### src/rtl/or_decomposer.sv
// or_decomposer: splits one WIDTH-bit mask into a burst of one-hot beats,
// one per set bit, so that the OR of the burst rebuilds the mask.
// An empty mask produces a single all-zero beat flagged as last.
// Optional build macro ORDEC_MSB_FIRST_EN: emit highest set bit first
// (default build emits lowest set bit first).
module or_decomposer #(
    parameter int WIDTH = 8,
    parameter int IDXW  = 3
) (
    input  logic             clk,
    input  logic             reset,
    input  logic [WIDTH-1:0] in_mask,
    input  logic             in_valid,
    output logic             in_ready,
    output logic [WIDTH-1:0] out_onehot,
    output logic [IDXW-1:0]  out_index,
    output logic             out_valid,
    input  logic             out_ready,
    output logic             out_last,
    output logic             busy
);

    typedef enum logic {
        IDLE = 1'b0,
        EMIT = 1'b1
    } state_e;

    state_e           state_q, state_d;
    logic [WIDTH-1:0] remaining_q, remaining_d;
    logic             empty_q, empty_d;

    logic [WIDTH-1:0] sel_bit;
    logic [IDXW-1:0]  sel_idx;
    logic             one_left;
    logic             emit;
    logic             in_fire;

    // Select the bit emitted this beat (and its position) from remaining_q.
    always_comb begin
        sel_bit = '0;
        sel_idx = '0;
`ifdef ORDEC_MSB_FIRST_EN
        // Ascending scan: the last hit is the highest set bit.
        for (int i = 0; i < WIDTH; i++) begin
            if (remaining_q[i]) sel_idx = IDXW'(i);
        end
        sel_bit = (|remaining_q) ? (WIDTH'(1) << sel_idx) : '0;
`else
        // Two's-complement trick isolates the lowest set bit.
        sel_bit = remaining_q & (~remaining_q + WIDTH'(1));
        // Descending scan: the last hit is the lowest set bit.
        for (int i = WIDTH - 1; i >= 0; i--) begin
            if (remaining_q[i]) sel_idx = IDXW'(i);
        end
`endif
    end

    // At most one bit left means this beat closes the burst, in either order.
    assign one_left = ((remaining_q & (remaining_q - WIDTH'(1))) == '0);

    // Outputs depend only on registered state (in_ready also looks at out_ready
    // so a new mask can be taken on the closing beat without a bubble).
    always_comb begin
        emit       = (state_q == EMIT);
        out_valid  = emit;
        busy       = emit;
        out_onehot = emit ? sel_bit : '0;
        out_index  = emit ? sel_idx : '0;
        out_last   = emit & (empty_q | one_left);
        in_ready   = ~emit | (out_ready & out_last);
        in_fire    = in_valid & in_ready;
    end

    // Next-state: load on accept, strip emitted bit on each non-final beat.
    always_comb begin
        state_d     = state_q;
        remaining_d = remaining_q;
        empty_d     = empty_q;
        case (state_q)
            IDLE: begin
                if (in_fire) begin
                    state_d     = EMIT;
                    remaining_d = in_mask;
                    empty_d     = (in_mask == '0);
                end
            end
            EMIT: begin
                if (out_ready) begin
                    if (!out_last) begin
                        remaining_d = remaining_q & ~sel_bit;
                    end else if (in_fire) begin
                        // Back-to-back burst: reload and stay in EMIT.
                        remaining_d = in_mask;
                        empty_d     = (in_mask == '0);
                    end else begin
                        state_d     = IDLE;
                        remaining_d = '0;
                        empty_d     = 1'b0;
                    end
                end
            end
            default: begin
                state_d     = IDLE;
                remaining_d = '0;
                empty_d     = 1'b0;
            end
        endcase
    end

    // State registers with immediate reset; a reset mid-burst drops it.
    always_ff @(posedge clk or posedge reset) begin
        if (reset) begin
            state_q     <= IDLE;
            remaining_q <= '0;
            empty_q     <= 1'b0;
        end else begin
            state_q     <= state_d;
            remaining_q <= remaining_d;
            empty_q     <= empty_d;
        end
    end

endmodule

### config.mk
export PLATFORM = sky130hd
export DESIGN_NAME = or_decomposer
export DESIGN_NICKNAME = d
export VERILOG_FILES = /design/src/rtl/or_decomposer.sv
export SDC_FILE = /design/constraint.sdc
export NUM_CORES = 1
export LEC_CHECK = 0
export CORE_AREA = 4 4 53 55
export DETAILED_ROUTE_END_ITERATION = 12
export DIE_AREA = 0 0 57 59
export GPL_ROUTABILITY_DRIVEN = 0
export PLACE_DENSITY = 0.68
export SYNTH_ARGS = -nofsm -noshare
export SYNTH_HDL_FRONTEND = slang
export SYNTH_SLANG_ARGS = --single-unit
### constraint.sdc
create_clock -name clk -period 3.4 [get_ports clk]
set_input_delay 1.02 -clock clk [delete_from_list [all_inputs] [get_ports clk]]
set_output_delay 1.02 -clock clk [all_outputs]
set_load 0.01 [all_outputs]
==> run_results.csv, run 1 <==
group,metric,value,unit
outcome,status,"finished, final reports clean",
route,vias,1059,
clock_tree,numCtsBuffers,3,
clock_tree,ctsHoldBuffers,0,
logic_synthesis,syn_inst,124,
route,drt_wl_total,2820,µm
route,ant_nets,0,
worst_setup_path,crit_type,"reg2out",
route,drt_pass1_iterations,4,
finish,finalNonFillerCells,182,
clock_tree,clkSinkCount,10,
placed_design,portBuffers,26,
timing,worst_pin_slew,0.587,ns
clock_tree,cts_tree,"done",
worst_setup_path,worst_r2r_path_depth,4,
floorplan,coreArea,2390,µm²
power_and_ir_drop,power.switching,589,µW
worst_setup_path,cp_slowest_cell,"clkdlybuf4s50_1",
timing,relSlewSlack,60.5,%
worst_setup_path,r2r_slack,1.70,ns
worst_setup_path,critPathMaxFanout,11,
timing,setup_viol,0,
timing,hold_viol_final,0,
logic_synthesis,yosysSeqAreaShare,25.8,%
power_and_ir_drop,ir_drop,0.000498,V
power_and_ir_drop,combPwrFrac,70.1,%
global_routing,overflow,0,
route,remaining_drc_errors,0,
logic_synthesis,ys_warn_count,0,
min_path,min_from,"remaining_q[3]$_DFFE_PP0P_",
power_and_ir_drop,p_sw_share,46.4,%
worst_setup_path,cp.required,2.38,ns
floorplan,rows,18,
worst_setup_path,r2r-start,"remaining_q[2]$_DFFE_PP0P_",
placed_design,place_ws,0.134,ns
finish,layout-drive-gt1-share,15.1,%
power_and_ir_drop,p_int,680,µW
floorplan,die_h,59,µm
clock_tree,root_buffer,"clkbuf_4",
finish,final_nets,165,
global_routing,grt_max_degree,17,
logic_synthesis,syn_area_per_cell,7.82,µm²
route,routedWlPerCell,15.5,µm
route,drt_iter0_markers,32,
timing,slew_viol_final,0,
finish,antennaDiodeCount,0,
timing,fin_crit,3.30,ns
worst_setup_path,startpoint_type,"flip-flop",
finish,syn_to_final_growth,36.3,%
placed_design,dpl_cell_area,1240,µm²
global_routing,grt_pass1_vias,1018,
worst_setup_path,r2r-end,"remaining_q[6]$_DFFE_PP0P_",
min_path,holdPathEnd,"remaining_q[3]$_DFFE_PP0P_",
placed_design,dp_hpwl,2080,µm
worst_setup_path,crit_path_end_kind,"primary output",
worst_setup_path,max_stage_delay,0.55,ns
min_path,hold_depth,2,
clock_tree,clock_path_buffers,2,
logic_synthesis,syn_nets,136,
timing,fmax,303,MHz
power_and_ir_drop,pwr-share-seq,21.2,%
worst_setup_path,crit_chain,"nor4_4, and3b_2, o32ai_4, o21ai_1, clkdlybuf4s50_1",
power_and_ir_drop,power.density,960,nW/µm²
clock_tree,cts_max_level,1,
worst_setup_path,arrival,2.28,ns
logic_synthesis,ys_seq_elements,10,
timing,layout_setup_ws,0.0985,ns
power_and_ir_drop,p_clk_share,8.7,%
finish,fin_util,55.3,%
run,maxCapViolations,0,
timing,period_share,97.1,%
floorplan,die_w,57,µm
clock_tree,clk_latency,0.27,ns
route,viasPerCell,5.82,
floorplan,start_util,40.6,%
global_routing,grt_antenna_before_repair,0,
global_routing,grt_usage,17.2,%
floorplan,dieArea,3360,µm²
placed_design,place_inst,174,
global_routing,grt_pass1_wl,4570,µm
min_path,hold_class,"reg2reg",
timing,fin_skew,0.00251,ns
clock_tree,clk_pin_slew,0.07,ns
power_and_ir_drop,power_leakage,0.000523,µW
floorplan,ios,27,
logic_synthesis,synth.distinct_cells,43,
logic_synthesis,synth_area,970,µm²
finish,design_area,1320,µm²
[Yosys cell counts, drive strengths merged]
| library cell | count | area, µm² |
|---|---|---|
| nand2 | 18 | 67.6 |
| nor2 | 12 | 45.0 |
| dfrtp | 10 | 250 |
| a21oi | 9 | 56.3 |
| inv | 7 | 26.3 |
| o21ai | 7 | 35.0 |
| nor3 | 6 | 41.3 |
| clkbuf | 5 | 22.5 |
| buf | 4 | 27.5 |
| o211ai | 4 | 30.0 |
| o311ai | 4 | 35.0 |
| nand2b | 3 | 18.8 |
| nor2b | 3 | 18.8 |
| nor4 | 3 | 33.8 |
| a211oi | 2 | 15.0 |
| a21o | 2 | 16.3 |
| a31oi | 2 | 12.5 |
| and2 | 2 | 12.5 |
| and3 | 2 | 12.5 |
| mux2i | 2 | 20.0 |
| nand3 | 2 | 10.0 |
| a2111oi | 1 | 8.76 |
| a21boi | 1 | 7.51 |
| a221oi | 1 | 8.76 |
| a2bb2oi | 1 | 8.76 |
| a32o | 1 | 10.0 |
| and2b | 1 | 7.51 |
| and3b | 1 | 10.0 |
| o21bai | 1 | 7.51 |
| o22ai | 1 | 6.26 |
| o311a | 1 | 21.3 |
| o31a | 1 | 8.76 |
| o31ai | 1 | 7.51 |
| o32ai | 1 | 27.5 |
| o41ai | 1 | 16.3 |
| or2 | 1 | 6.26 |
[cells in the final DEF, fill, tap and decap left out, types with 3 or more instances in the layout]
cell,instances
nand2_1,18
clkbuf_4,3
o311ai_1,4
inv_1,7
dfrtp_1,7
dfrtp_2,3
clkdlybuf4s50_1,26
nor2b_1,3
nor2_1,12
o21ai_1,5
a21oi_1,8
o211ai_1,4
nor3_1,5
buf_4,7
nand2b_1,3
[worst max-delay path by stage]
stage                                    start        to  slack [ns]  depth (start not counted)
floorplan           remaining_q[1]$_DFFE_PP0P_  in_ready        0.97                          4
detailed placement                   out_ready  in_ready        0.13                          4
CTS                 remaining_q[0]$_DFFE_PP0P_  in_ready        0.06                          5
global route        remaining_q[2]$_DFFE_PP0P_  in_ready      -0.007                          5
global placement                     out_ready  in_ready        0.14                          4
finish              remaining_q[2]$_DFFE_PP0P_  in_ready         0.1                          5
[flip-flops by register name, summed over array words and instances (netlist names)]
register and cells:
remaining_q 8, busy 1, empty_q 1
[layer usage]
metal / track usage, % / vias up / part of all wire (%)
li1: - / 512 / -
met1: 21.2 / 504 / 43
met2: 31.2 / 39 / 51
met3: 1.31 / 4 / 4.7
met4: 6.95 / 0 / 1.6
met5: 0 / - / 0
[per-stage QoR]
step	hold WS (ns)	setup TNS, ns	power [µW]
2_1_floorplan	0.581	0	788
3_3_place_gp	0.671	0	1100
3_5_place_dp	0.661	0	1120
4_1_cts	0.678	0	1230
5_1_grt	0.768	-0.00697	1360
6_report	0.680	0	1270
[critical path, delay by kind of cell (launching register included)]
kind	cells	cell delay [ns]
and+or+nand+nor	2	0.65
DFF	1	0.52
AOI/OAI and AO/OA	2	0.28
buffers and inverters	1	0.55
[cell families after synthesis]
group	synth area share [%]
flip-flops	25.8
AO/OA/AOI/OAI	35.0
multiplexers	2.06
buffers and inverters	7.87
AND/OR/NAND/NOR	29.3
[area by class of cell]
type,count,area [µm²]
fill,247,1070
multi-input combinational,98,654
inverter,7,26.3
tap,30,37.5
sequential,10,254
clock buffer,4,36.3
timing repair buffer,33,313
[timing repair]
item / in CTS / in global routing
setup endpoints to repair: 0 / 2
buffers inserted: 0 / 4
gates resized for setup: 0 / 4
[power groups by stage]
stage	Combinational [µW]	Sequential, µW	Clock (µW)
after global routing	960	280	119
final	890	269	110
after CTS	861	257	111
after global placement	841	257	0
after floorplan	577	212	0
after detailed placement	858	259	0
(Power assumes the default switching activity.)
==> run 2: changes to the inputs <==
Settings changed: CORE_AREA 4 4 53 55 to 4 4 58 60, DIE_AREA 0 0 57 59 to 0 0 62 64, PLACE_DENSITY 0.68 to 0.58.
==> run_results.csv, run 2 (synthesis gave the netlist of run 1 again) <==
group,metric,value,unit
worst_setup_path,cp.required,2.38,ns
global_routing,grt_max_degree,17,
worst_setup_path,critPathBufInv,1,
global_routing,grt_usage,14.8,%
clock_tree,clkSinkCount,10,
worst_setup_path,crit_chain,"nor4_4, and3b_2, o32ai_4, o21ai_1, clkdlybuf4s50_1",
finish,final_nets,163,
route,drt_pass1_iterations,4,
global_routing,overflow,0,
clock_tree,root_buffer,"clkbuf_4",
route,ant_nets,0,
power_and_ir_drop,power.density,938,nW/µm²
run,maxCapViolations,0,
power_and_ir_drop,ir_drop,0.000439,V
power_and_ir_drop,pwr-share-seq,21.8,%
timing,hold_viol_final,0,
power_and_ir_drop,combPwrFrac,71.8,%
worst_setup_path,crit_type,"reg2out",
finish,top_register,"remaining_q",
timing,relSlewSlack,68.0,%
route,viasPerCell,5.59,
worst_setup_path,r2r_slack,1.70,ns
power_and_ir_drop,p_clk_share,6.4,%
timing,fin_tns_setup,0,ns
clock_tree,cts_max_level,1,
power_and_ir_drop,power.switching,556,µW
worst_setup_path,critPathMaxFanout,7,
global_routing,grt_antenna_before_repair,0,
route,remaining_drc_errors,0,
worst_setup_path,arrival,2.26,ns
floorplan,dieArea,3970,µm²
worst_setup_path,cp_top_family,"simple AND/OR/NAND/NOR gates",
timing,fin_skew,0.00314,ns
finish,largest_reg_flops,8,
clock_tree,cts_tree,"done",
timing,fin_crit,3.28,ns
clock_tree,clk_pin_slew,0.06,ns
placed_design,portBuffers,26,
clock_tree,numCtsBuffers,3,
floorplan,ios,27,
finish,n_fill_cell,295,
finish,register_area,253,µm²
clock_tree,clk_latency,0.25,ns
power_and_ir_drop,p_sw_share,46.2,%
finish,syn_to_final_growth,32.4,%
timing,period_share,96.4,%
placed_design,dpl_cell_area,1240,µm²
floorplan,die_w,62,µm
route,drt_iter0_markers,31,
route,vias,1018,
outcome,status,"finished, final reports clean",
route,routedWlPerCell,14.5,µm
placed_design,dp_hpwl,2090,µm
floorplan,rows,20,
worst_setup_path,crit_path_end_kind,"primary output",
power_and_ir_drop,power_leakage,0.000504,µW
finish,multi_input_area,643,µm²
worst_setup_path,max_stage_delay,0.55,ns
worst_setup_path,cp_slowest_cell,"clkdlybuf4s50_1",
min_path,hold_class,"reg2reg",
clock_tree,ctsHoldBuffers,0,
floorplan,coreArea,2930,µm²
finish,layout-drive-gt1-share,12.8,%
finish,antennaDiodeCount,0,
finish,final_common_cell,"clkdlybuf4s50_1",
timing,slew_viol_final,0,
power_and_ir_drop,p_int,648,µW
route,drt_wl_total,2630,µm
global_routing,grt_pass1_wl,4590,µm
floorplan,die_h,64,µm
timing,fmax,305,MHz
global_routing,grt_pass1_vias,1009,
worst_setup_path,startpoint_type,"flip-flop",
finish,design_area,1280,µm²
timing,worst_pin_slew,0.476,ns
timing,setup_viol,0,
clock_tree,clock_path_buffers,2,
floorplan,start_util,33.1,%
finish,mostFrequentLayoutCells,"clkdlybuf4s50_1, nand2_1, nor2_1, a21oi_1, dfrtp_1",
run 2: area by class of cell:
cell class	instances	share of cell area [%]
sequential	10	19.7
tap	33	3.22
clock buffer	3	1.75
timing repair buffer	31	23.2
multi-input combinational	98	50.1
inverter	7	2.05
run 2: metrics by stage:
| step | hold WS (ns) | total power [µW] | utilization (%) | instances | setup WS (ns) |
|---|---|---|---|---|---|
| global route | 0.740 | 1310 | 43.8 | 182 | -0.00520 |
| detailed placement | 0.680 | 1110 | 42.5 | 177 | 0.139 |
| CTS | 0.694 | 1190 | 43.2 | 180 | 0.0828 |
| floorplan | 0.581 | 788 | - | 124 | 0.970 |
| finish | 0.705 | 1200 | 43.8 | 182 | 0.123 |
| global placement | 0.666 | 1100 | 42.5 | 177 | 0.155 |
run 2: power groups by stage:
stage / logic [µW] / clock network [µW] / registers, µW
CTS: 852 / 80.2 / 260
finish: 865 / 76.5 / 262
global placement: 845 / 0 / 259
floorplan: 577 / 0 / 212
detailed placement: 848 / 0 / 261
global route: 948 / 86.9 / 273
run 2: metal layers:
layer / track usage, % / wire length, µm / up-vias / part of all wire (%)
met4: 3.18 / 24 / 0 / 0.91
met2: 24.4 / 1250 / 29 / 47
met3: 2.83 / 166 / 2 / 6.3
li1: - / - / 511 / -
met1: 19.6 / 1190 / 476 / 45
met5: 0 / 0 / - / 0
run 2: worst min-delay path: cells and delay by family, from the launching register on:
kind            cells  cell delay (ns)
flops               1             0.46
compound gates      2             0.21
run 2: path summary, 6_finish.rpt:
check | from | end | depth (start not counted)
setup / recovery | remaining_q[1]$_DFFE_PP0P_ | in_ready | 5
setup reg to reg | remaining_q[1]$_DFFE_PP0P_ | remaining_q[6]$_DFFE_PP0P_ | 4
max in group asynchronous | reset | remaining_q[2]$_DFFE_PP0P_ | 2
hold reg to reg | remaining_q[6]$_DFFE_PP0P_ | remaining_q[6]$_DFFE_PP0P_ | 2
hold / removal | remaining_q[6]$_DFFE_PP0P_ | remaining_q[6]$_DFFE_PP0P_ | 2
min in group asynchronous | reset | busy$_DFF_PP0_ | 2
run 2: repair_timing:
action | in CTS | in global routing
resized for setup | 0 | 2
setup endpoints to repair | 0 | 2
buffers inserted | 0 | 2
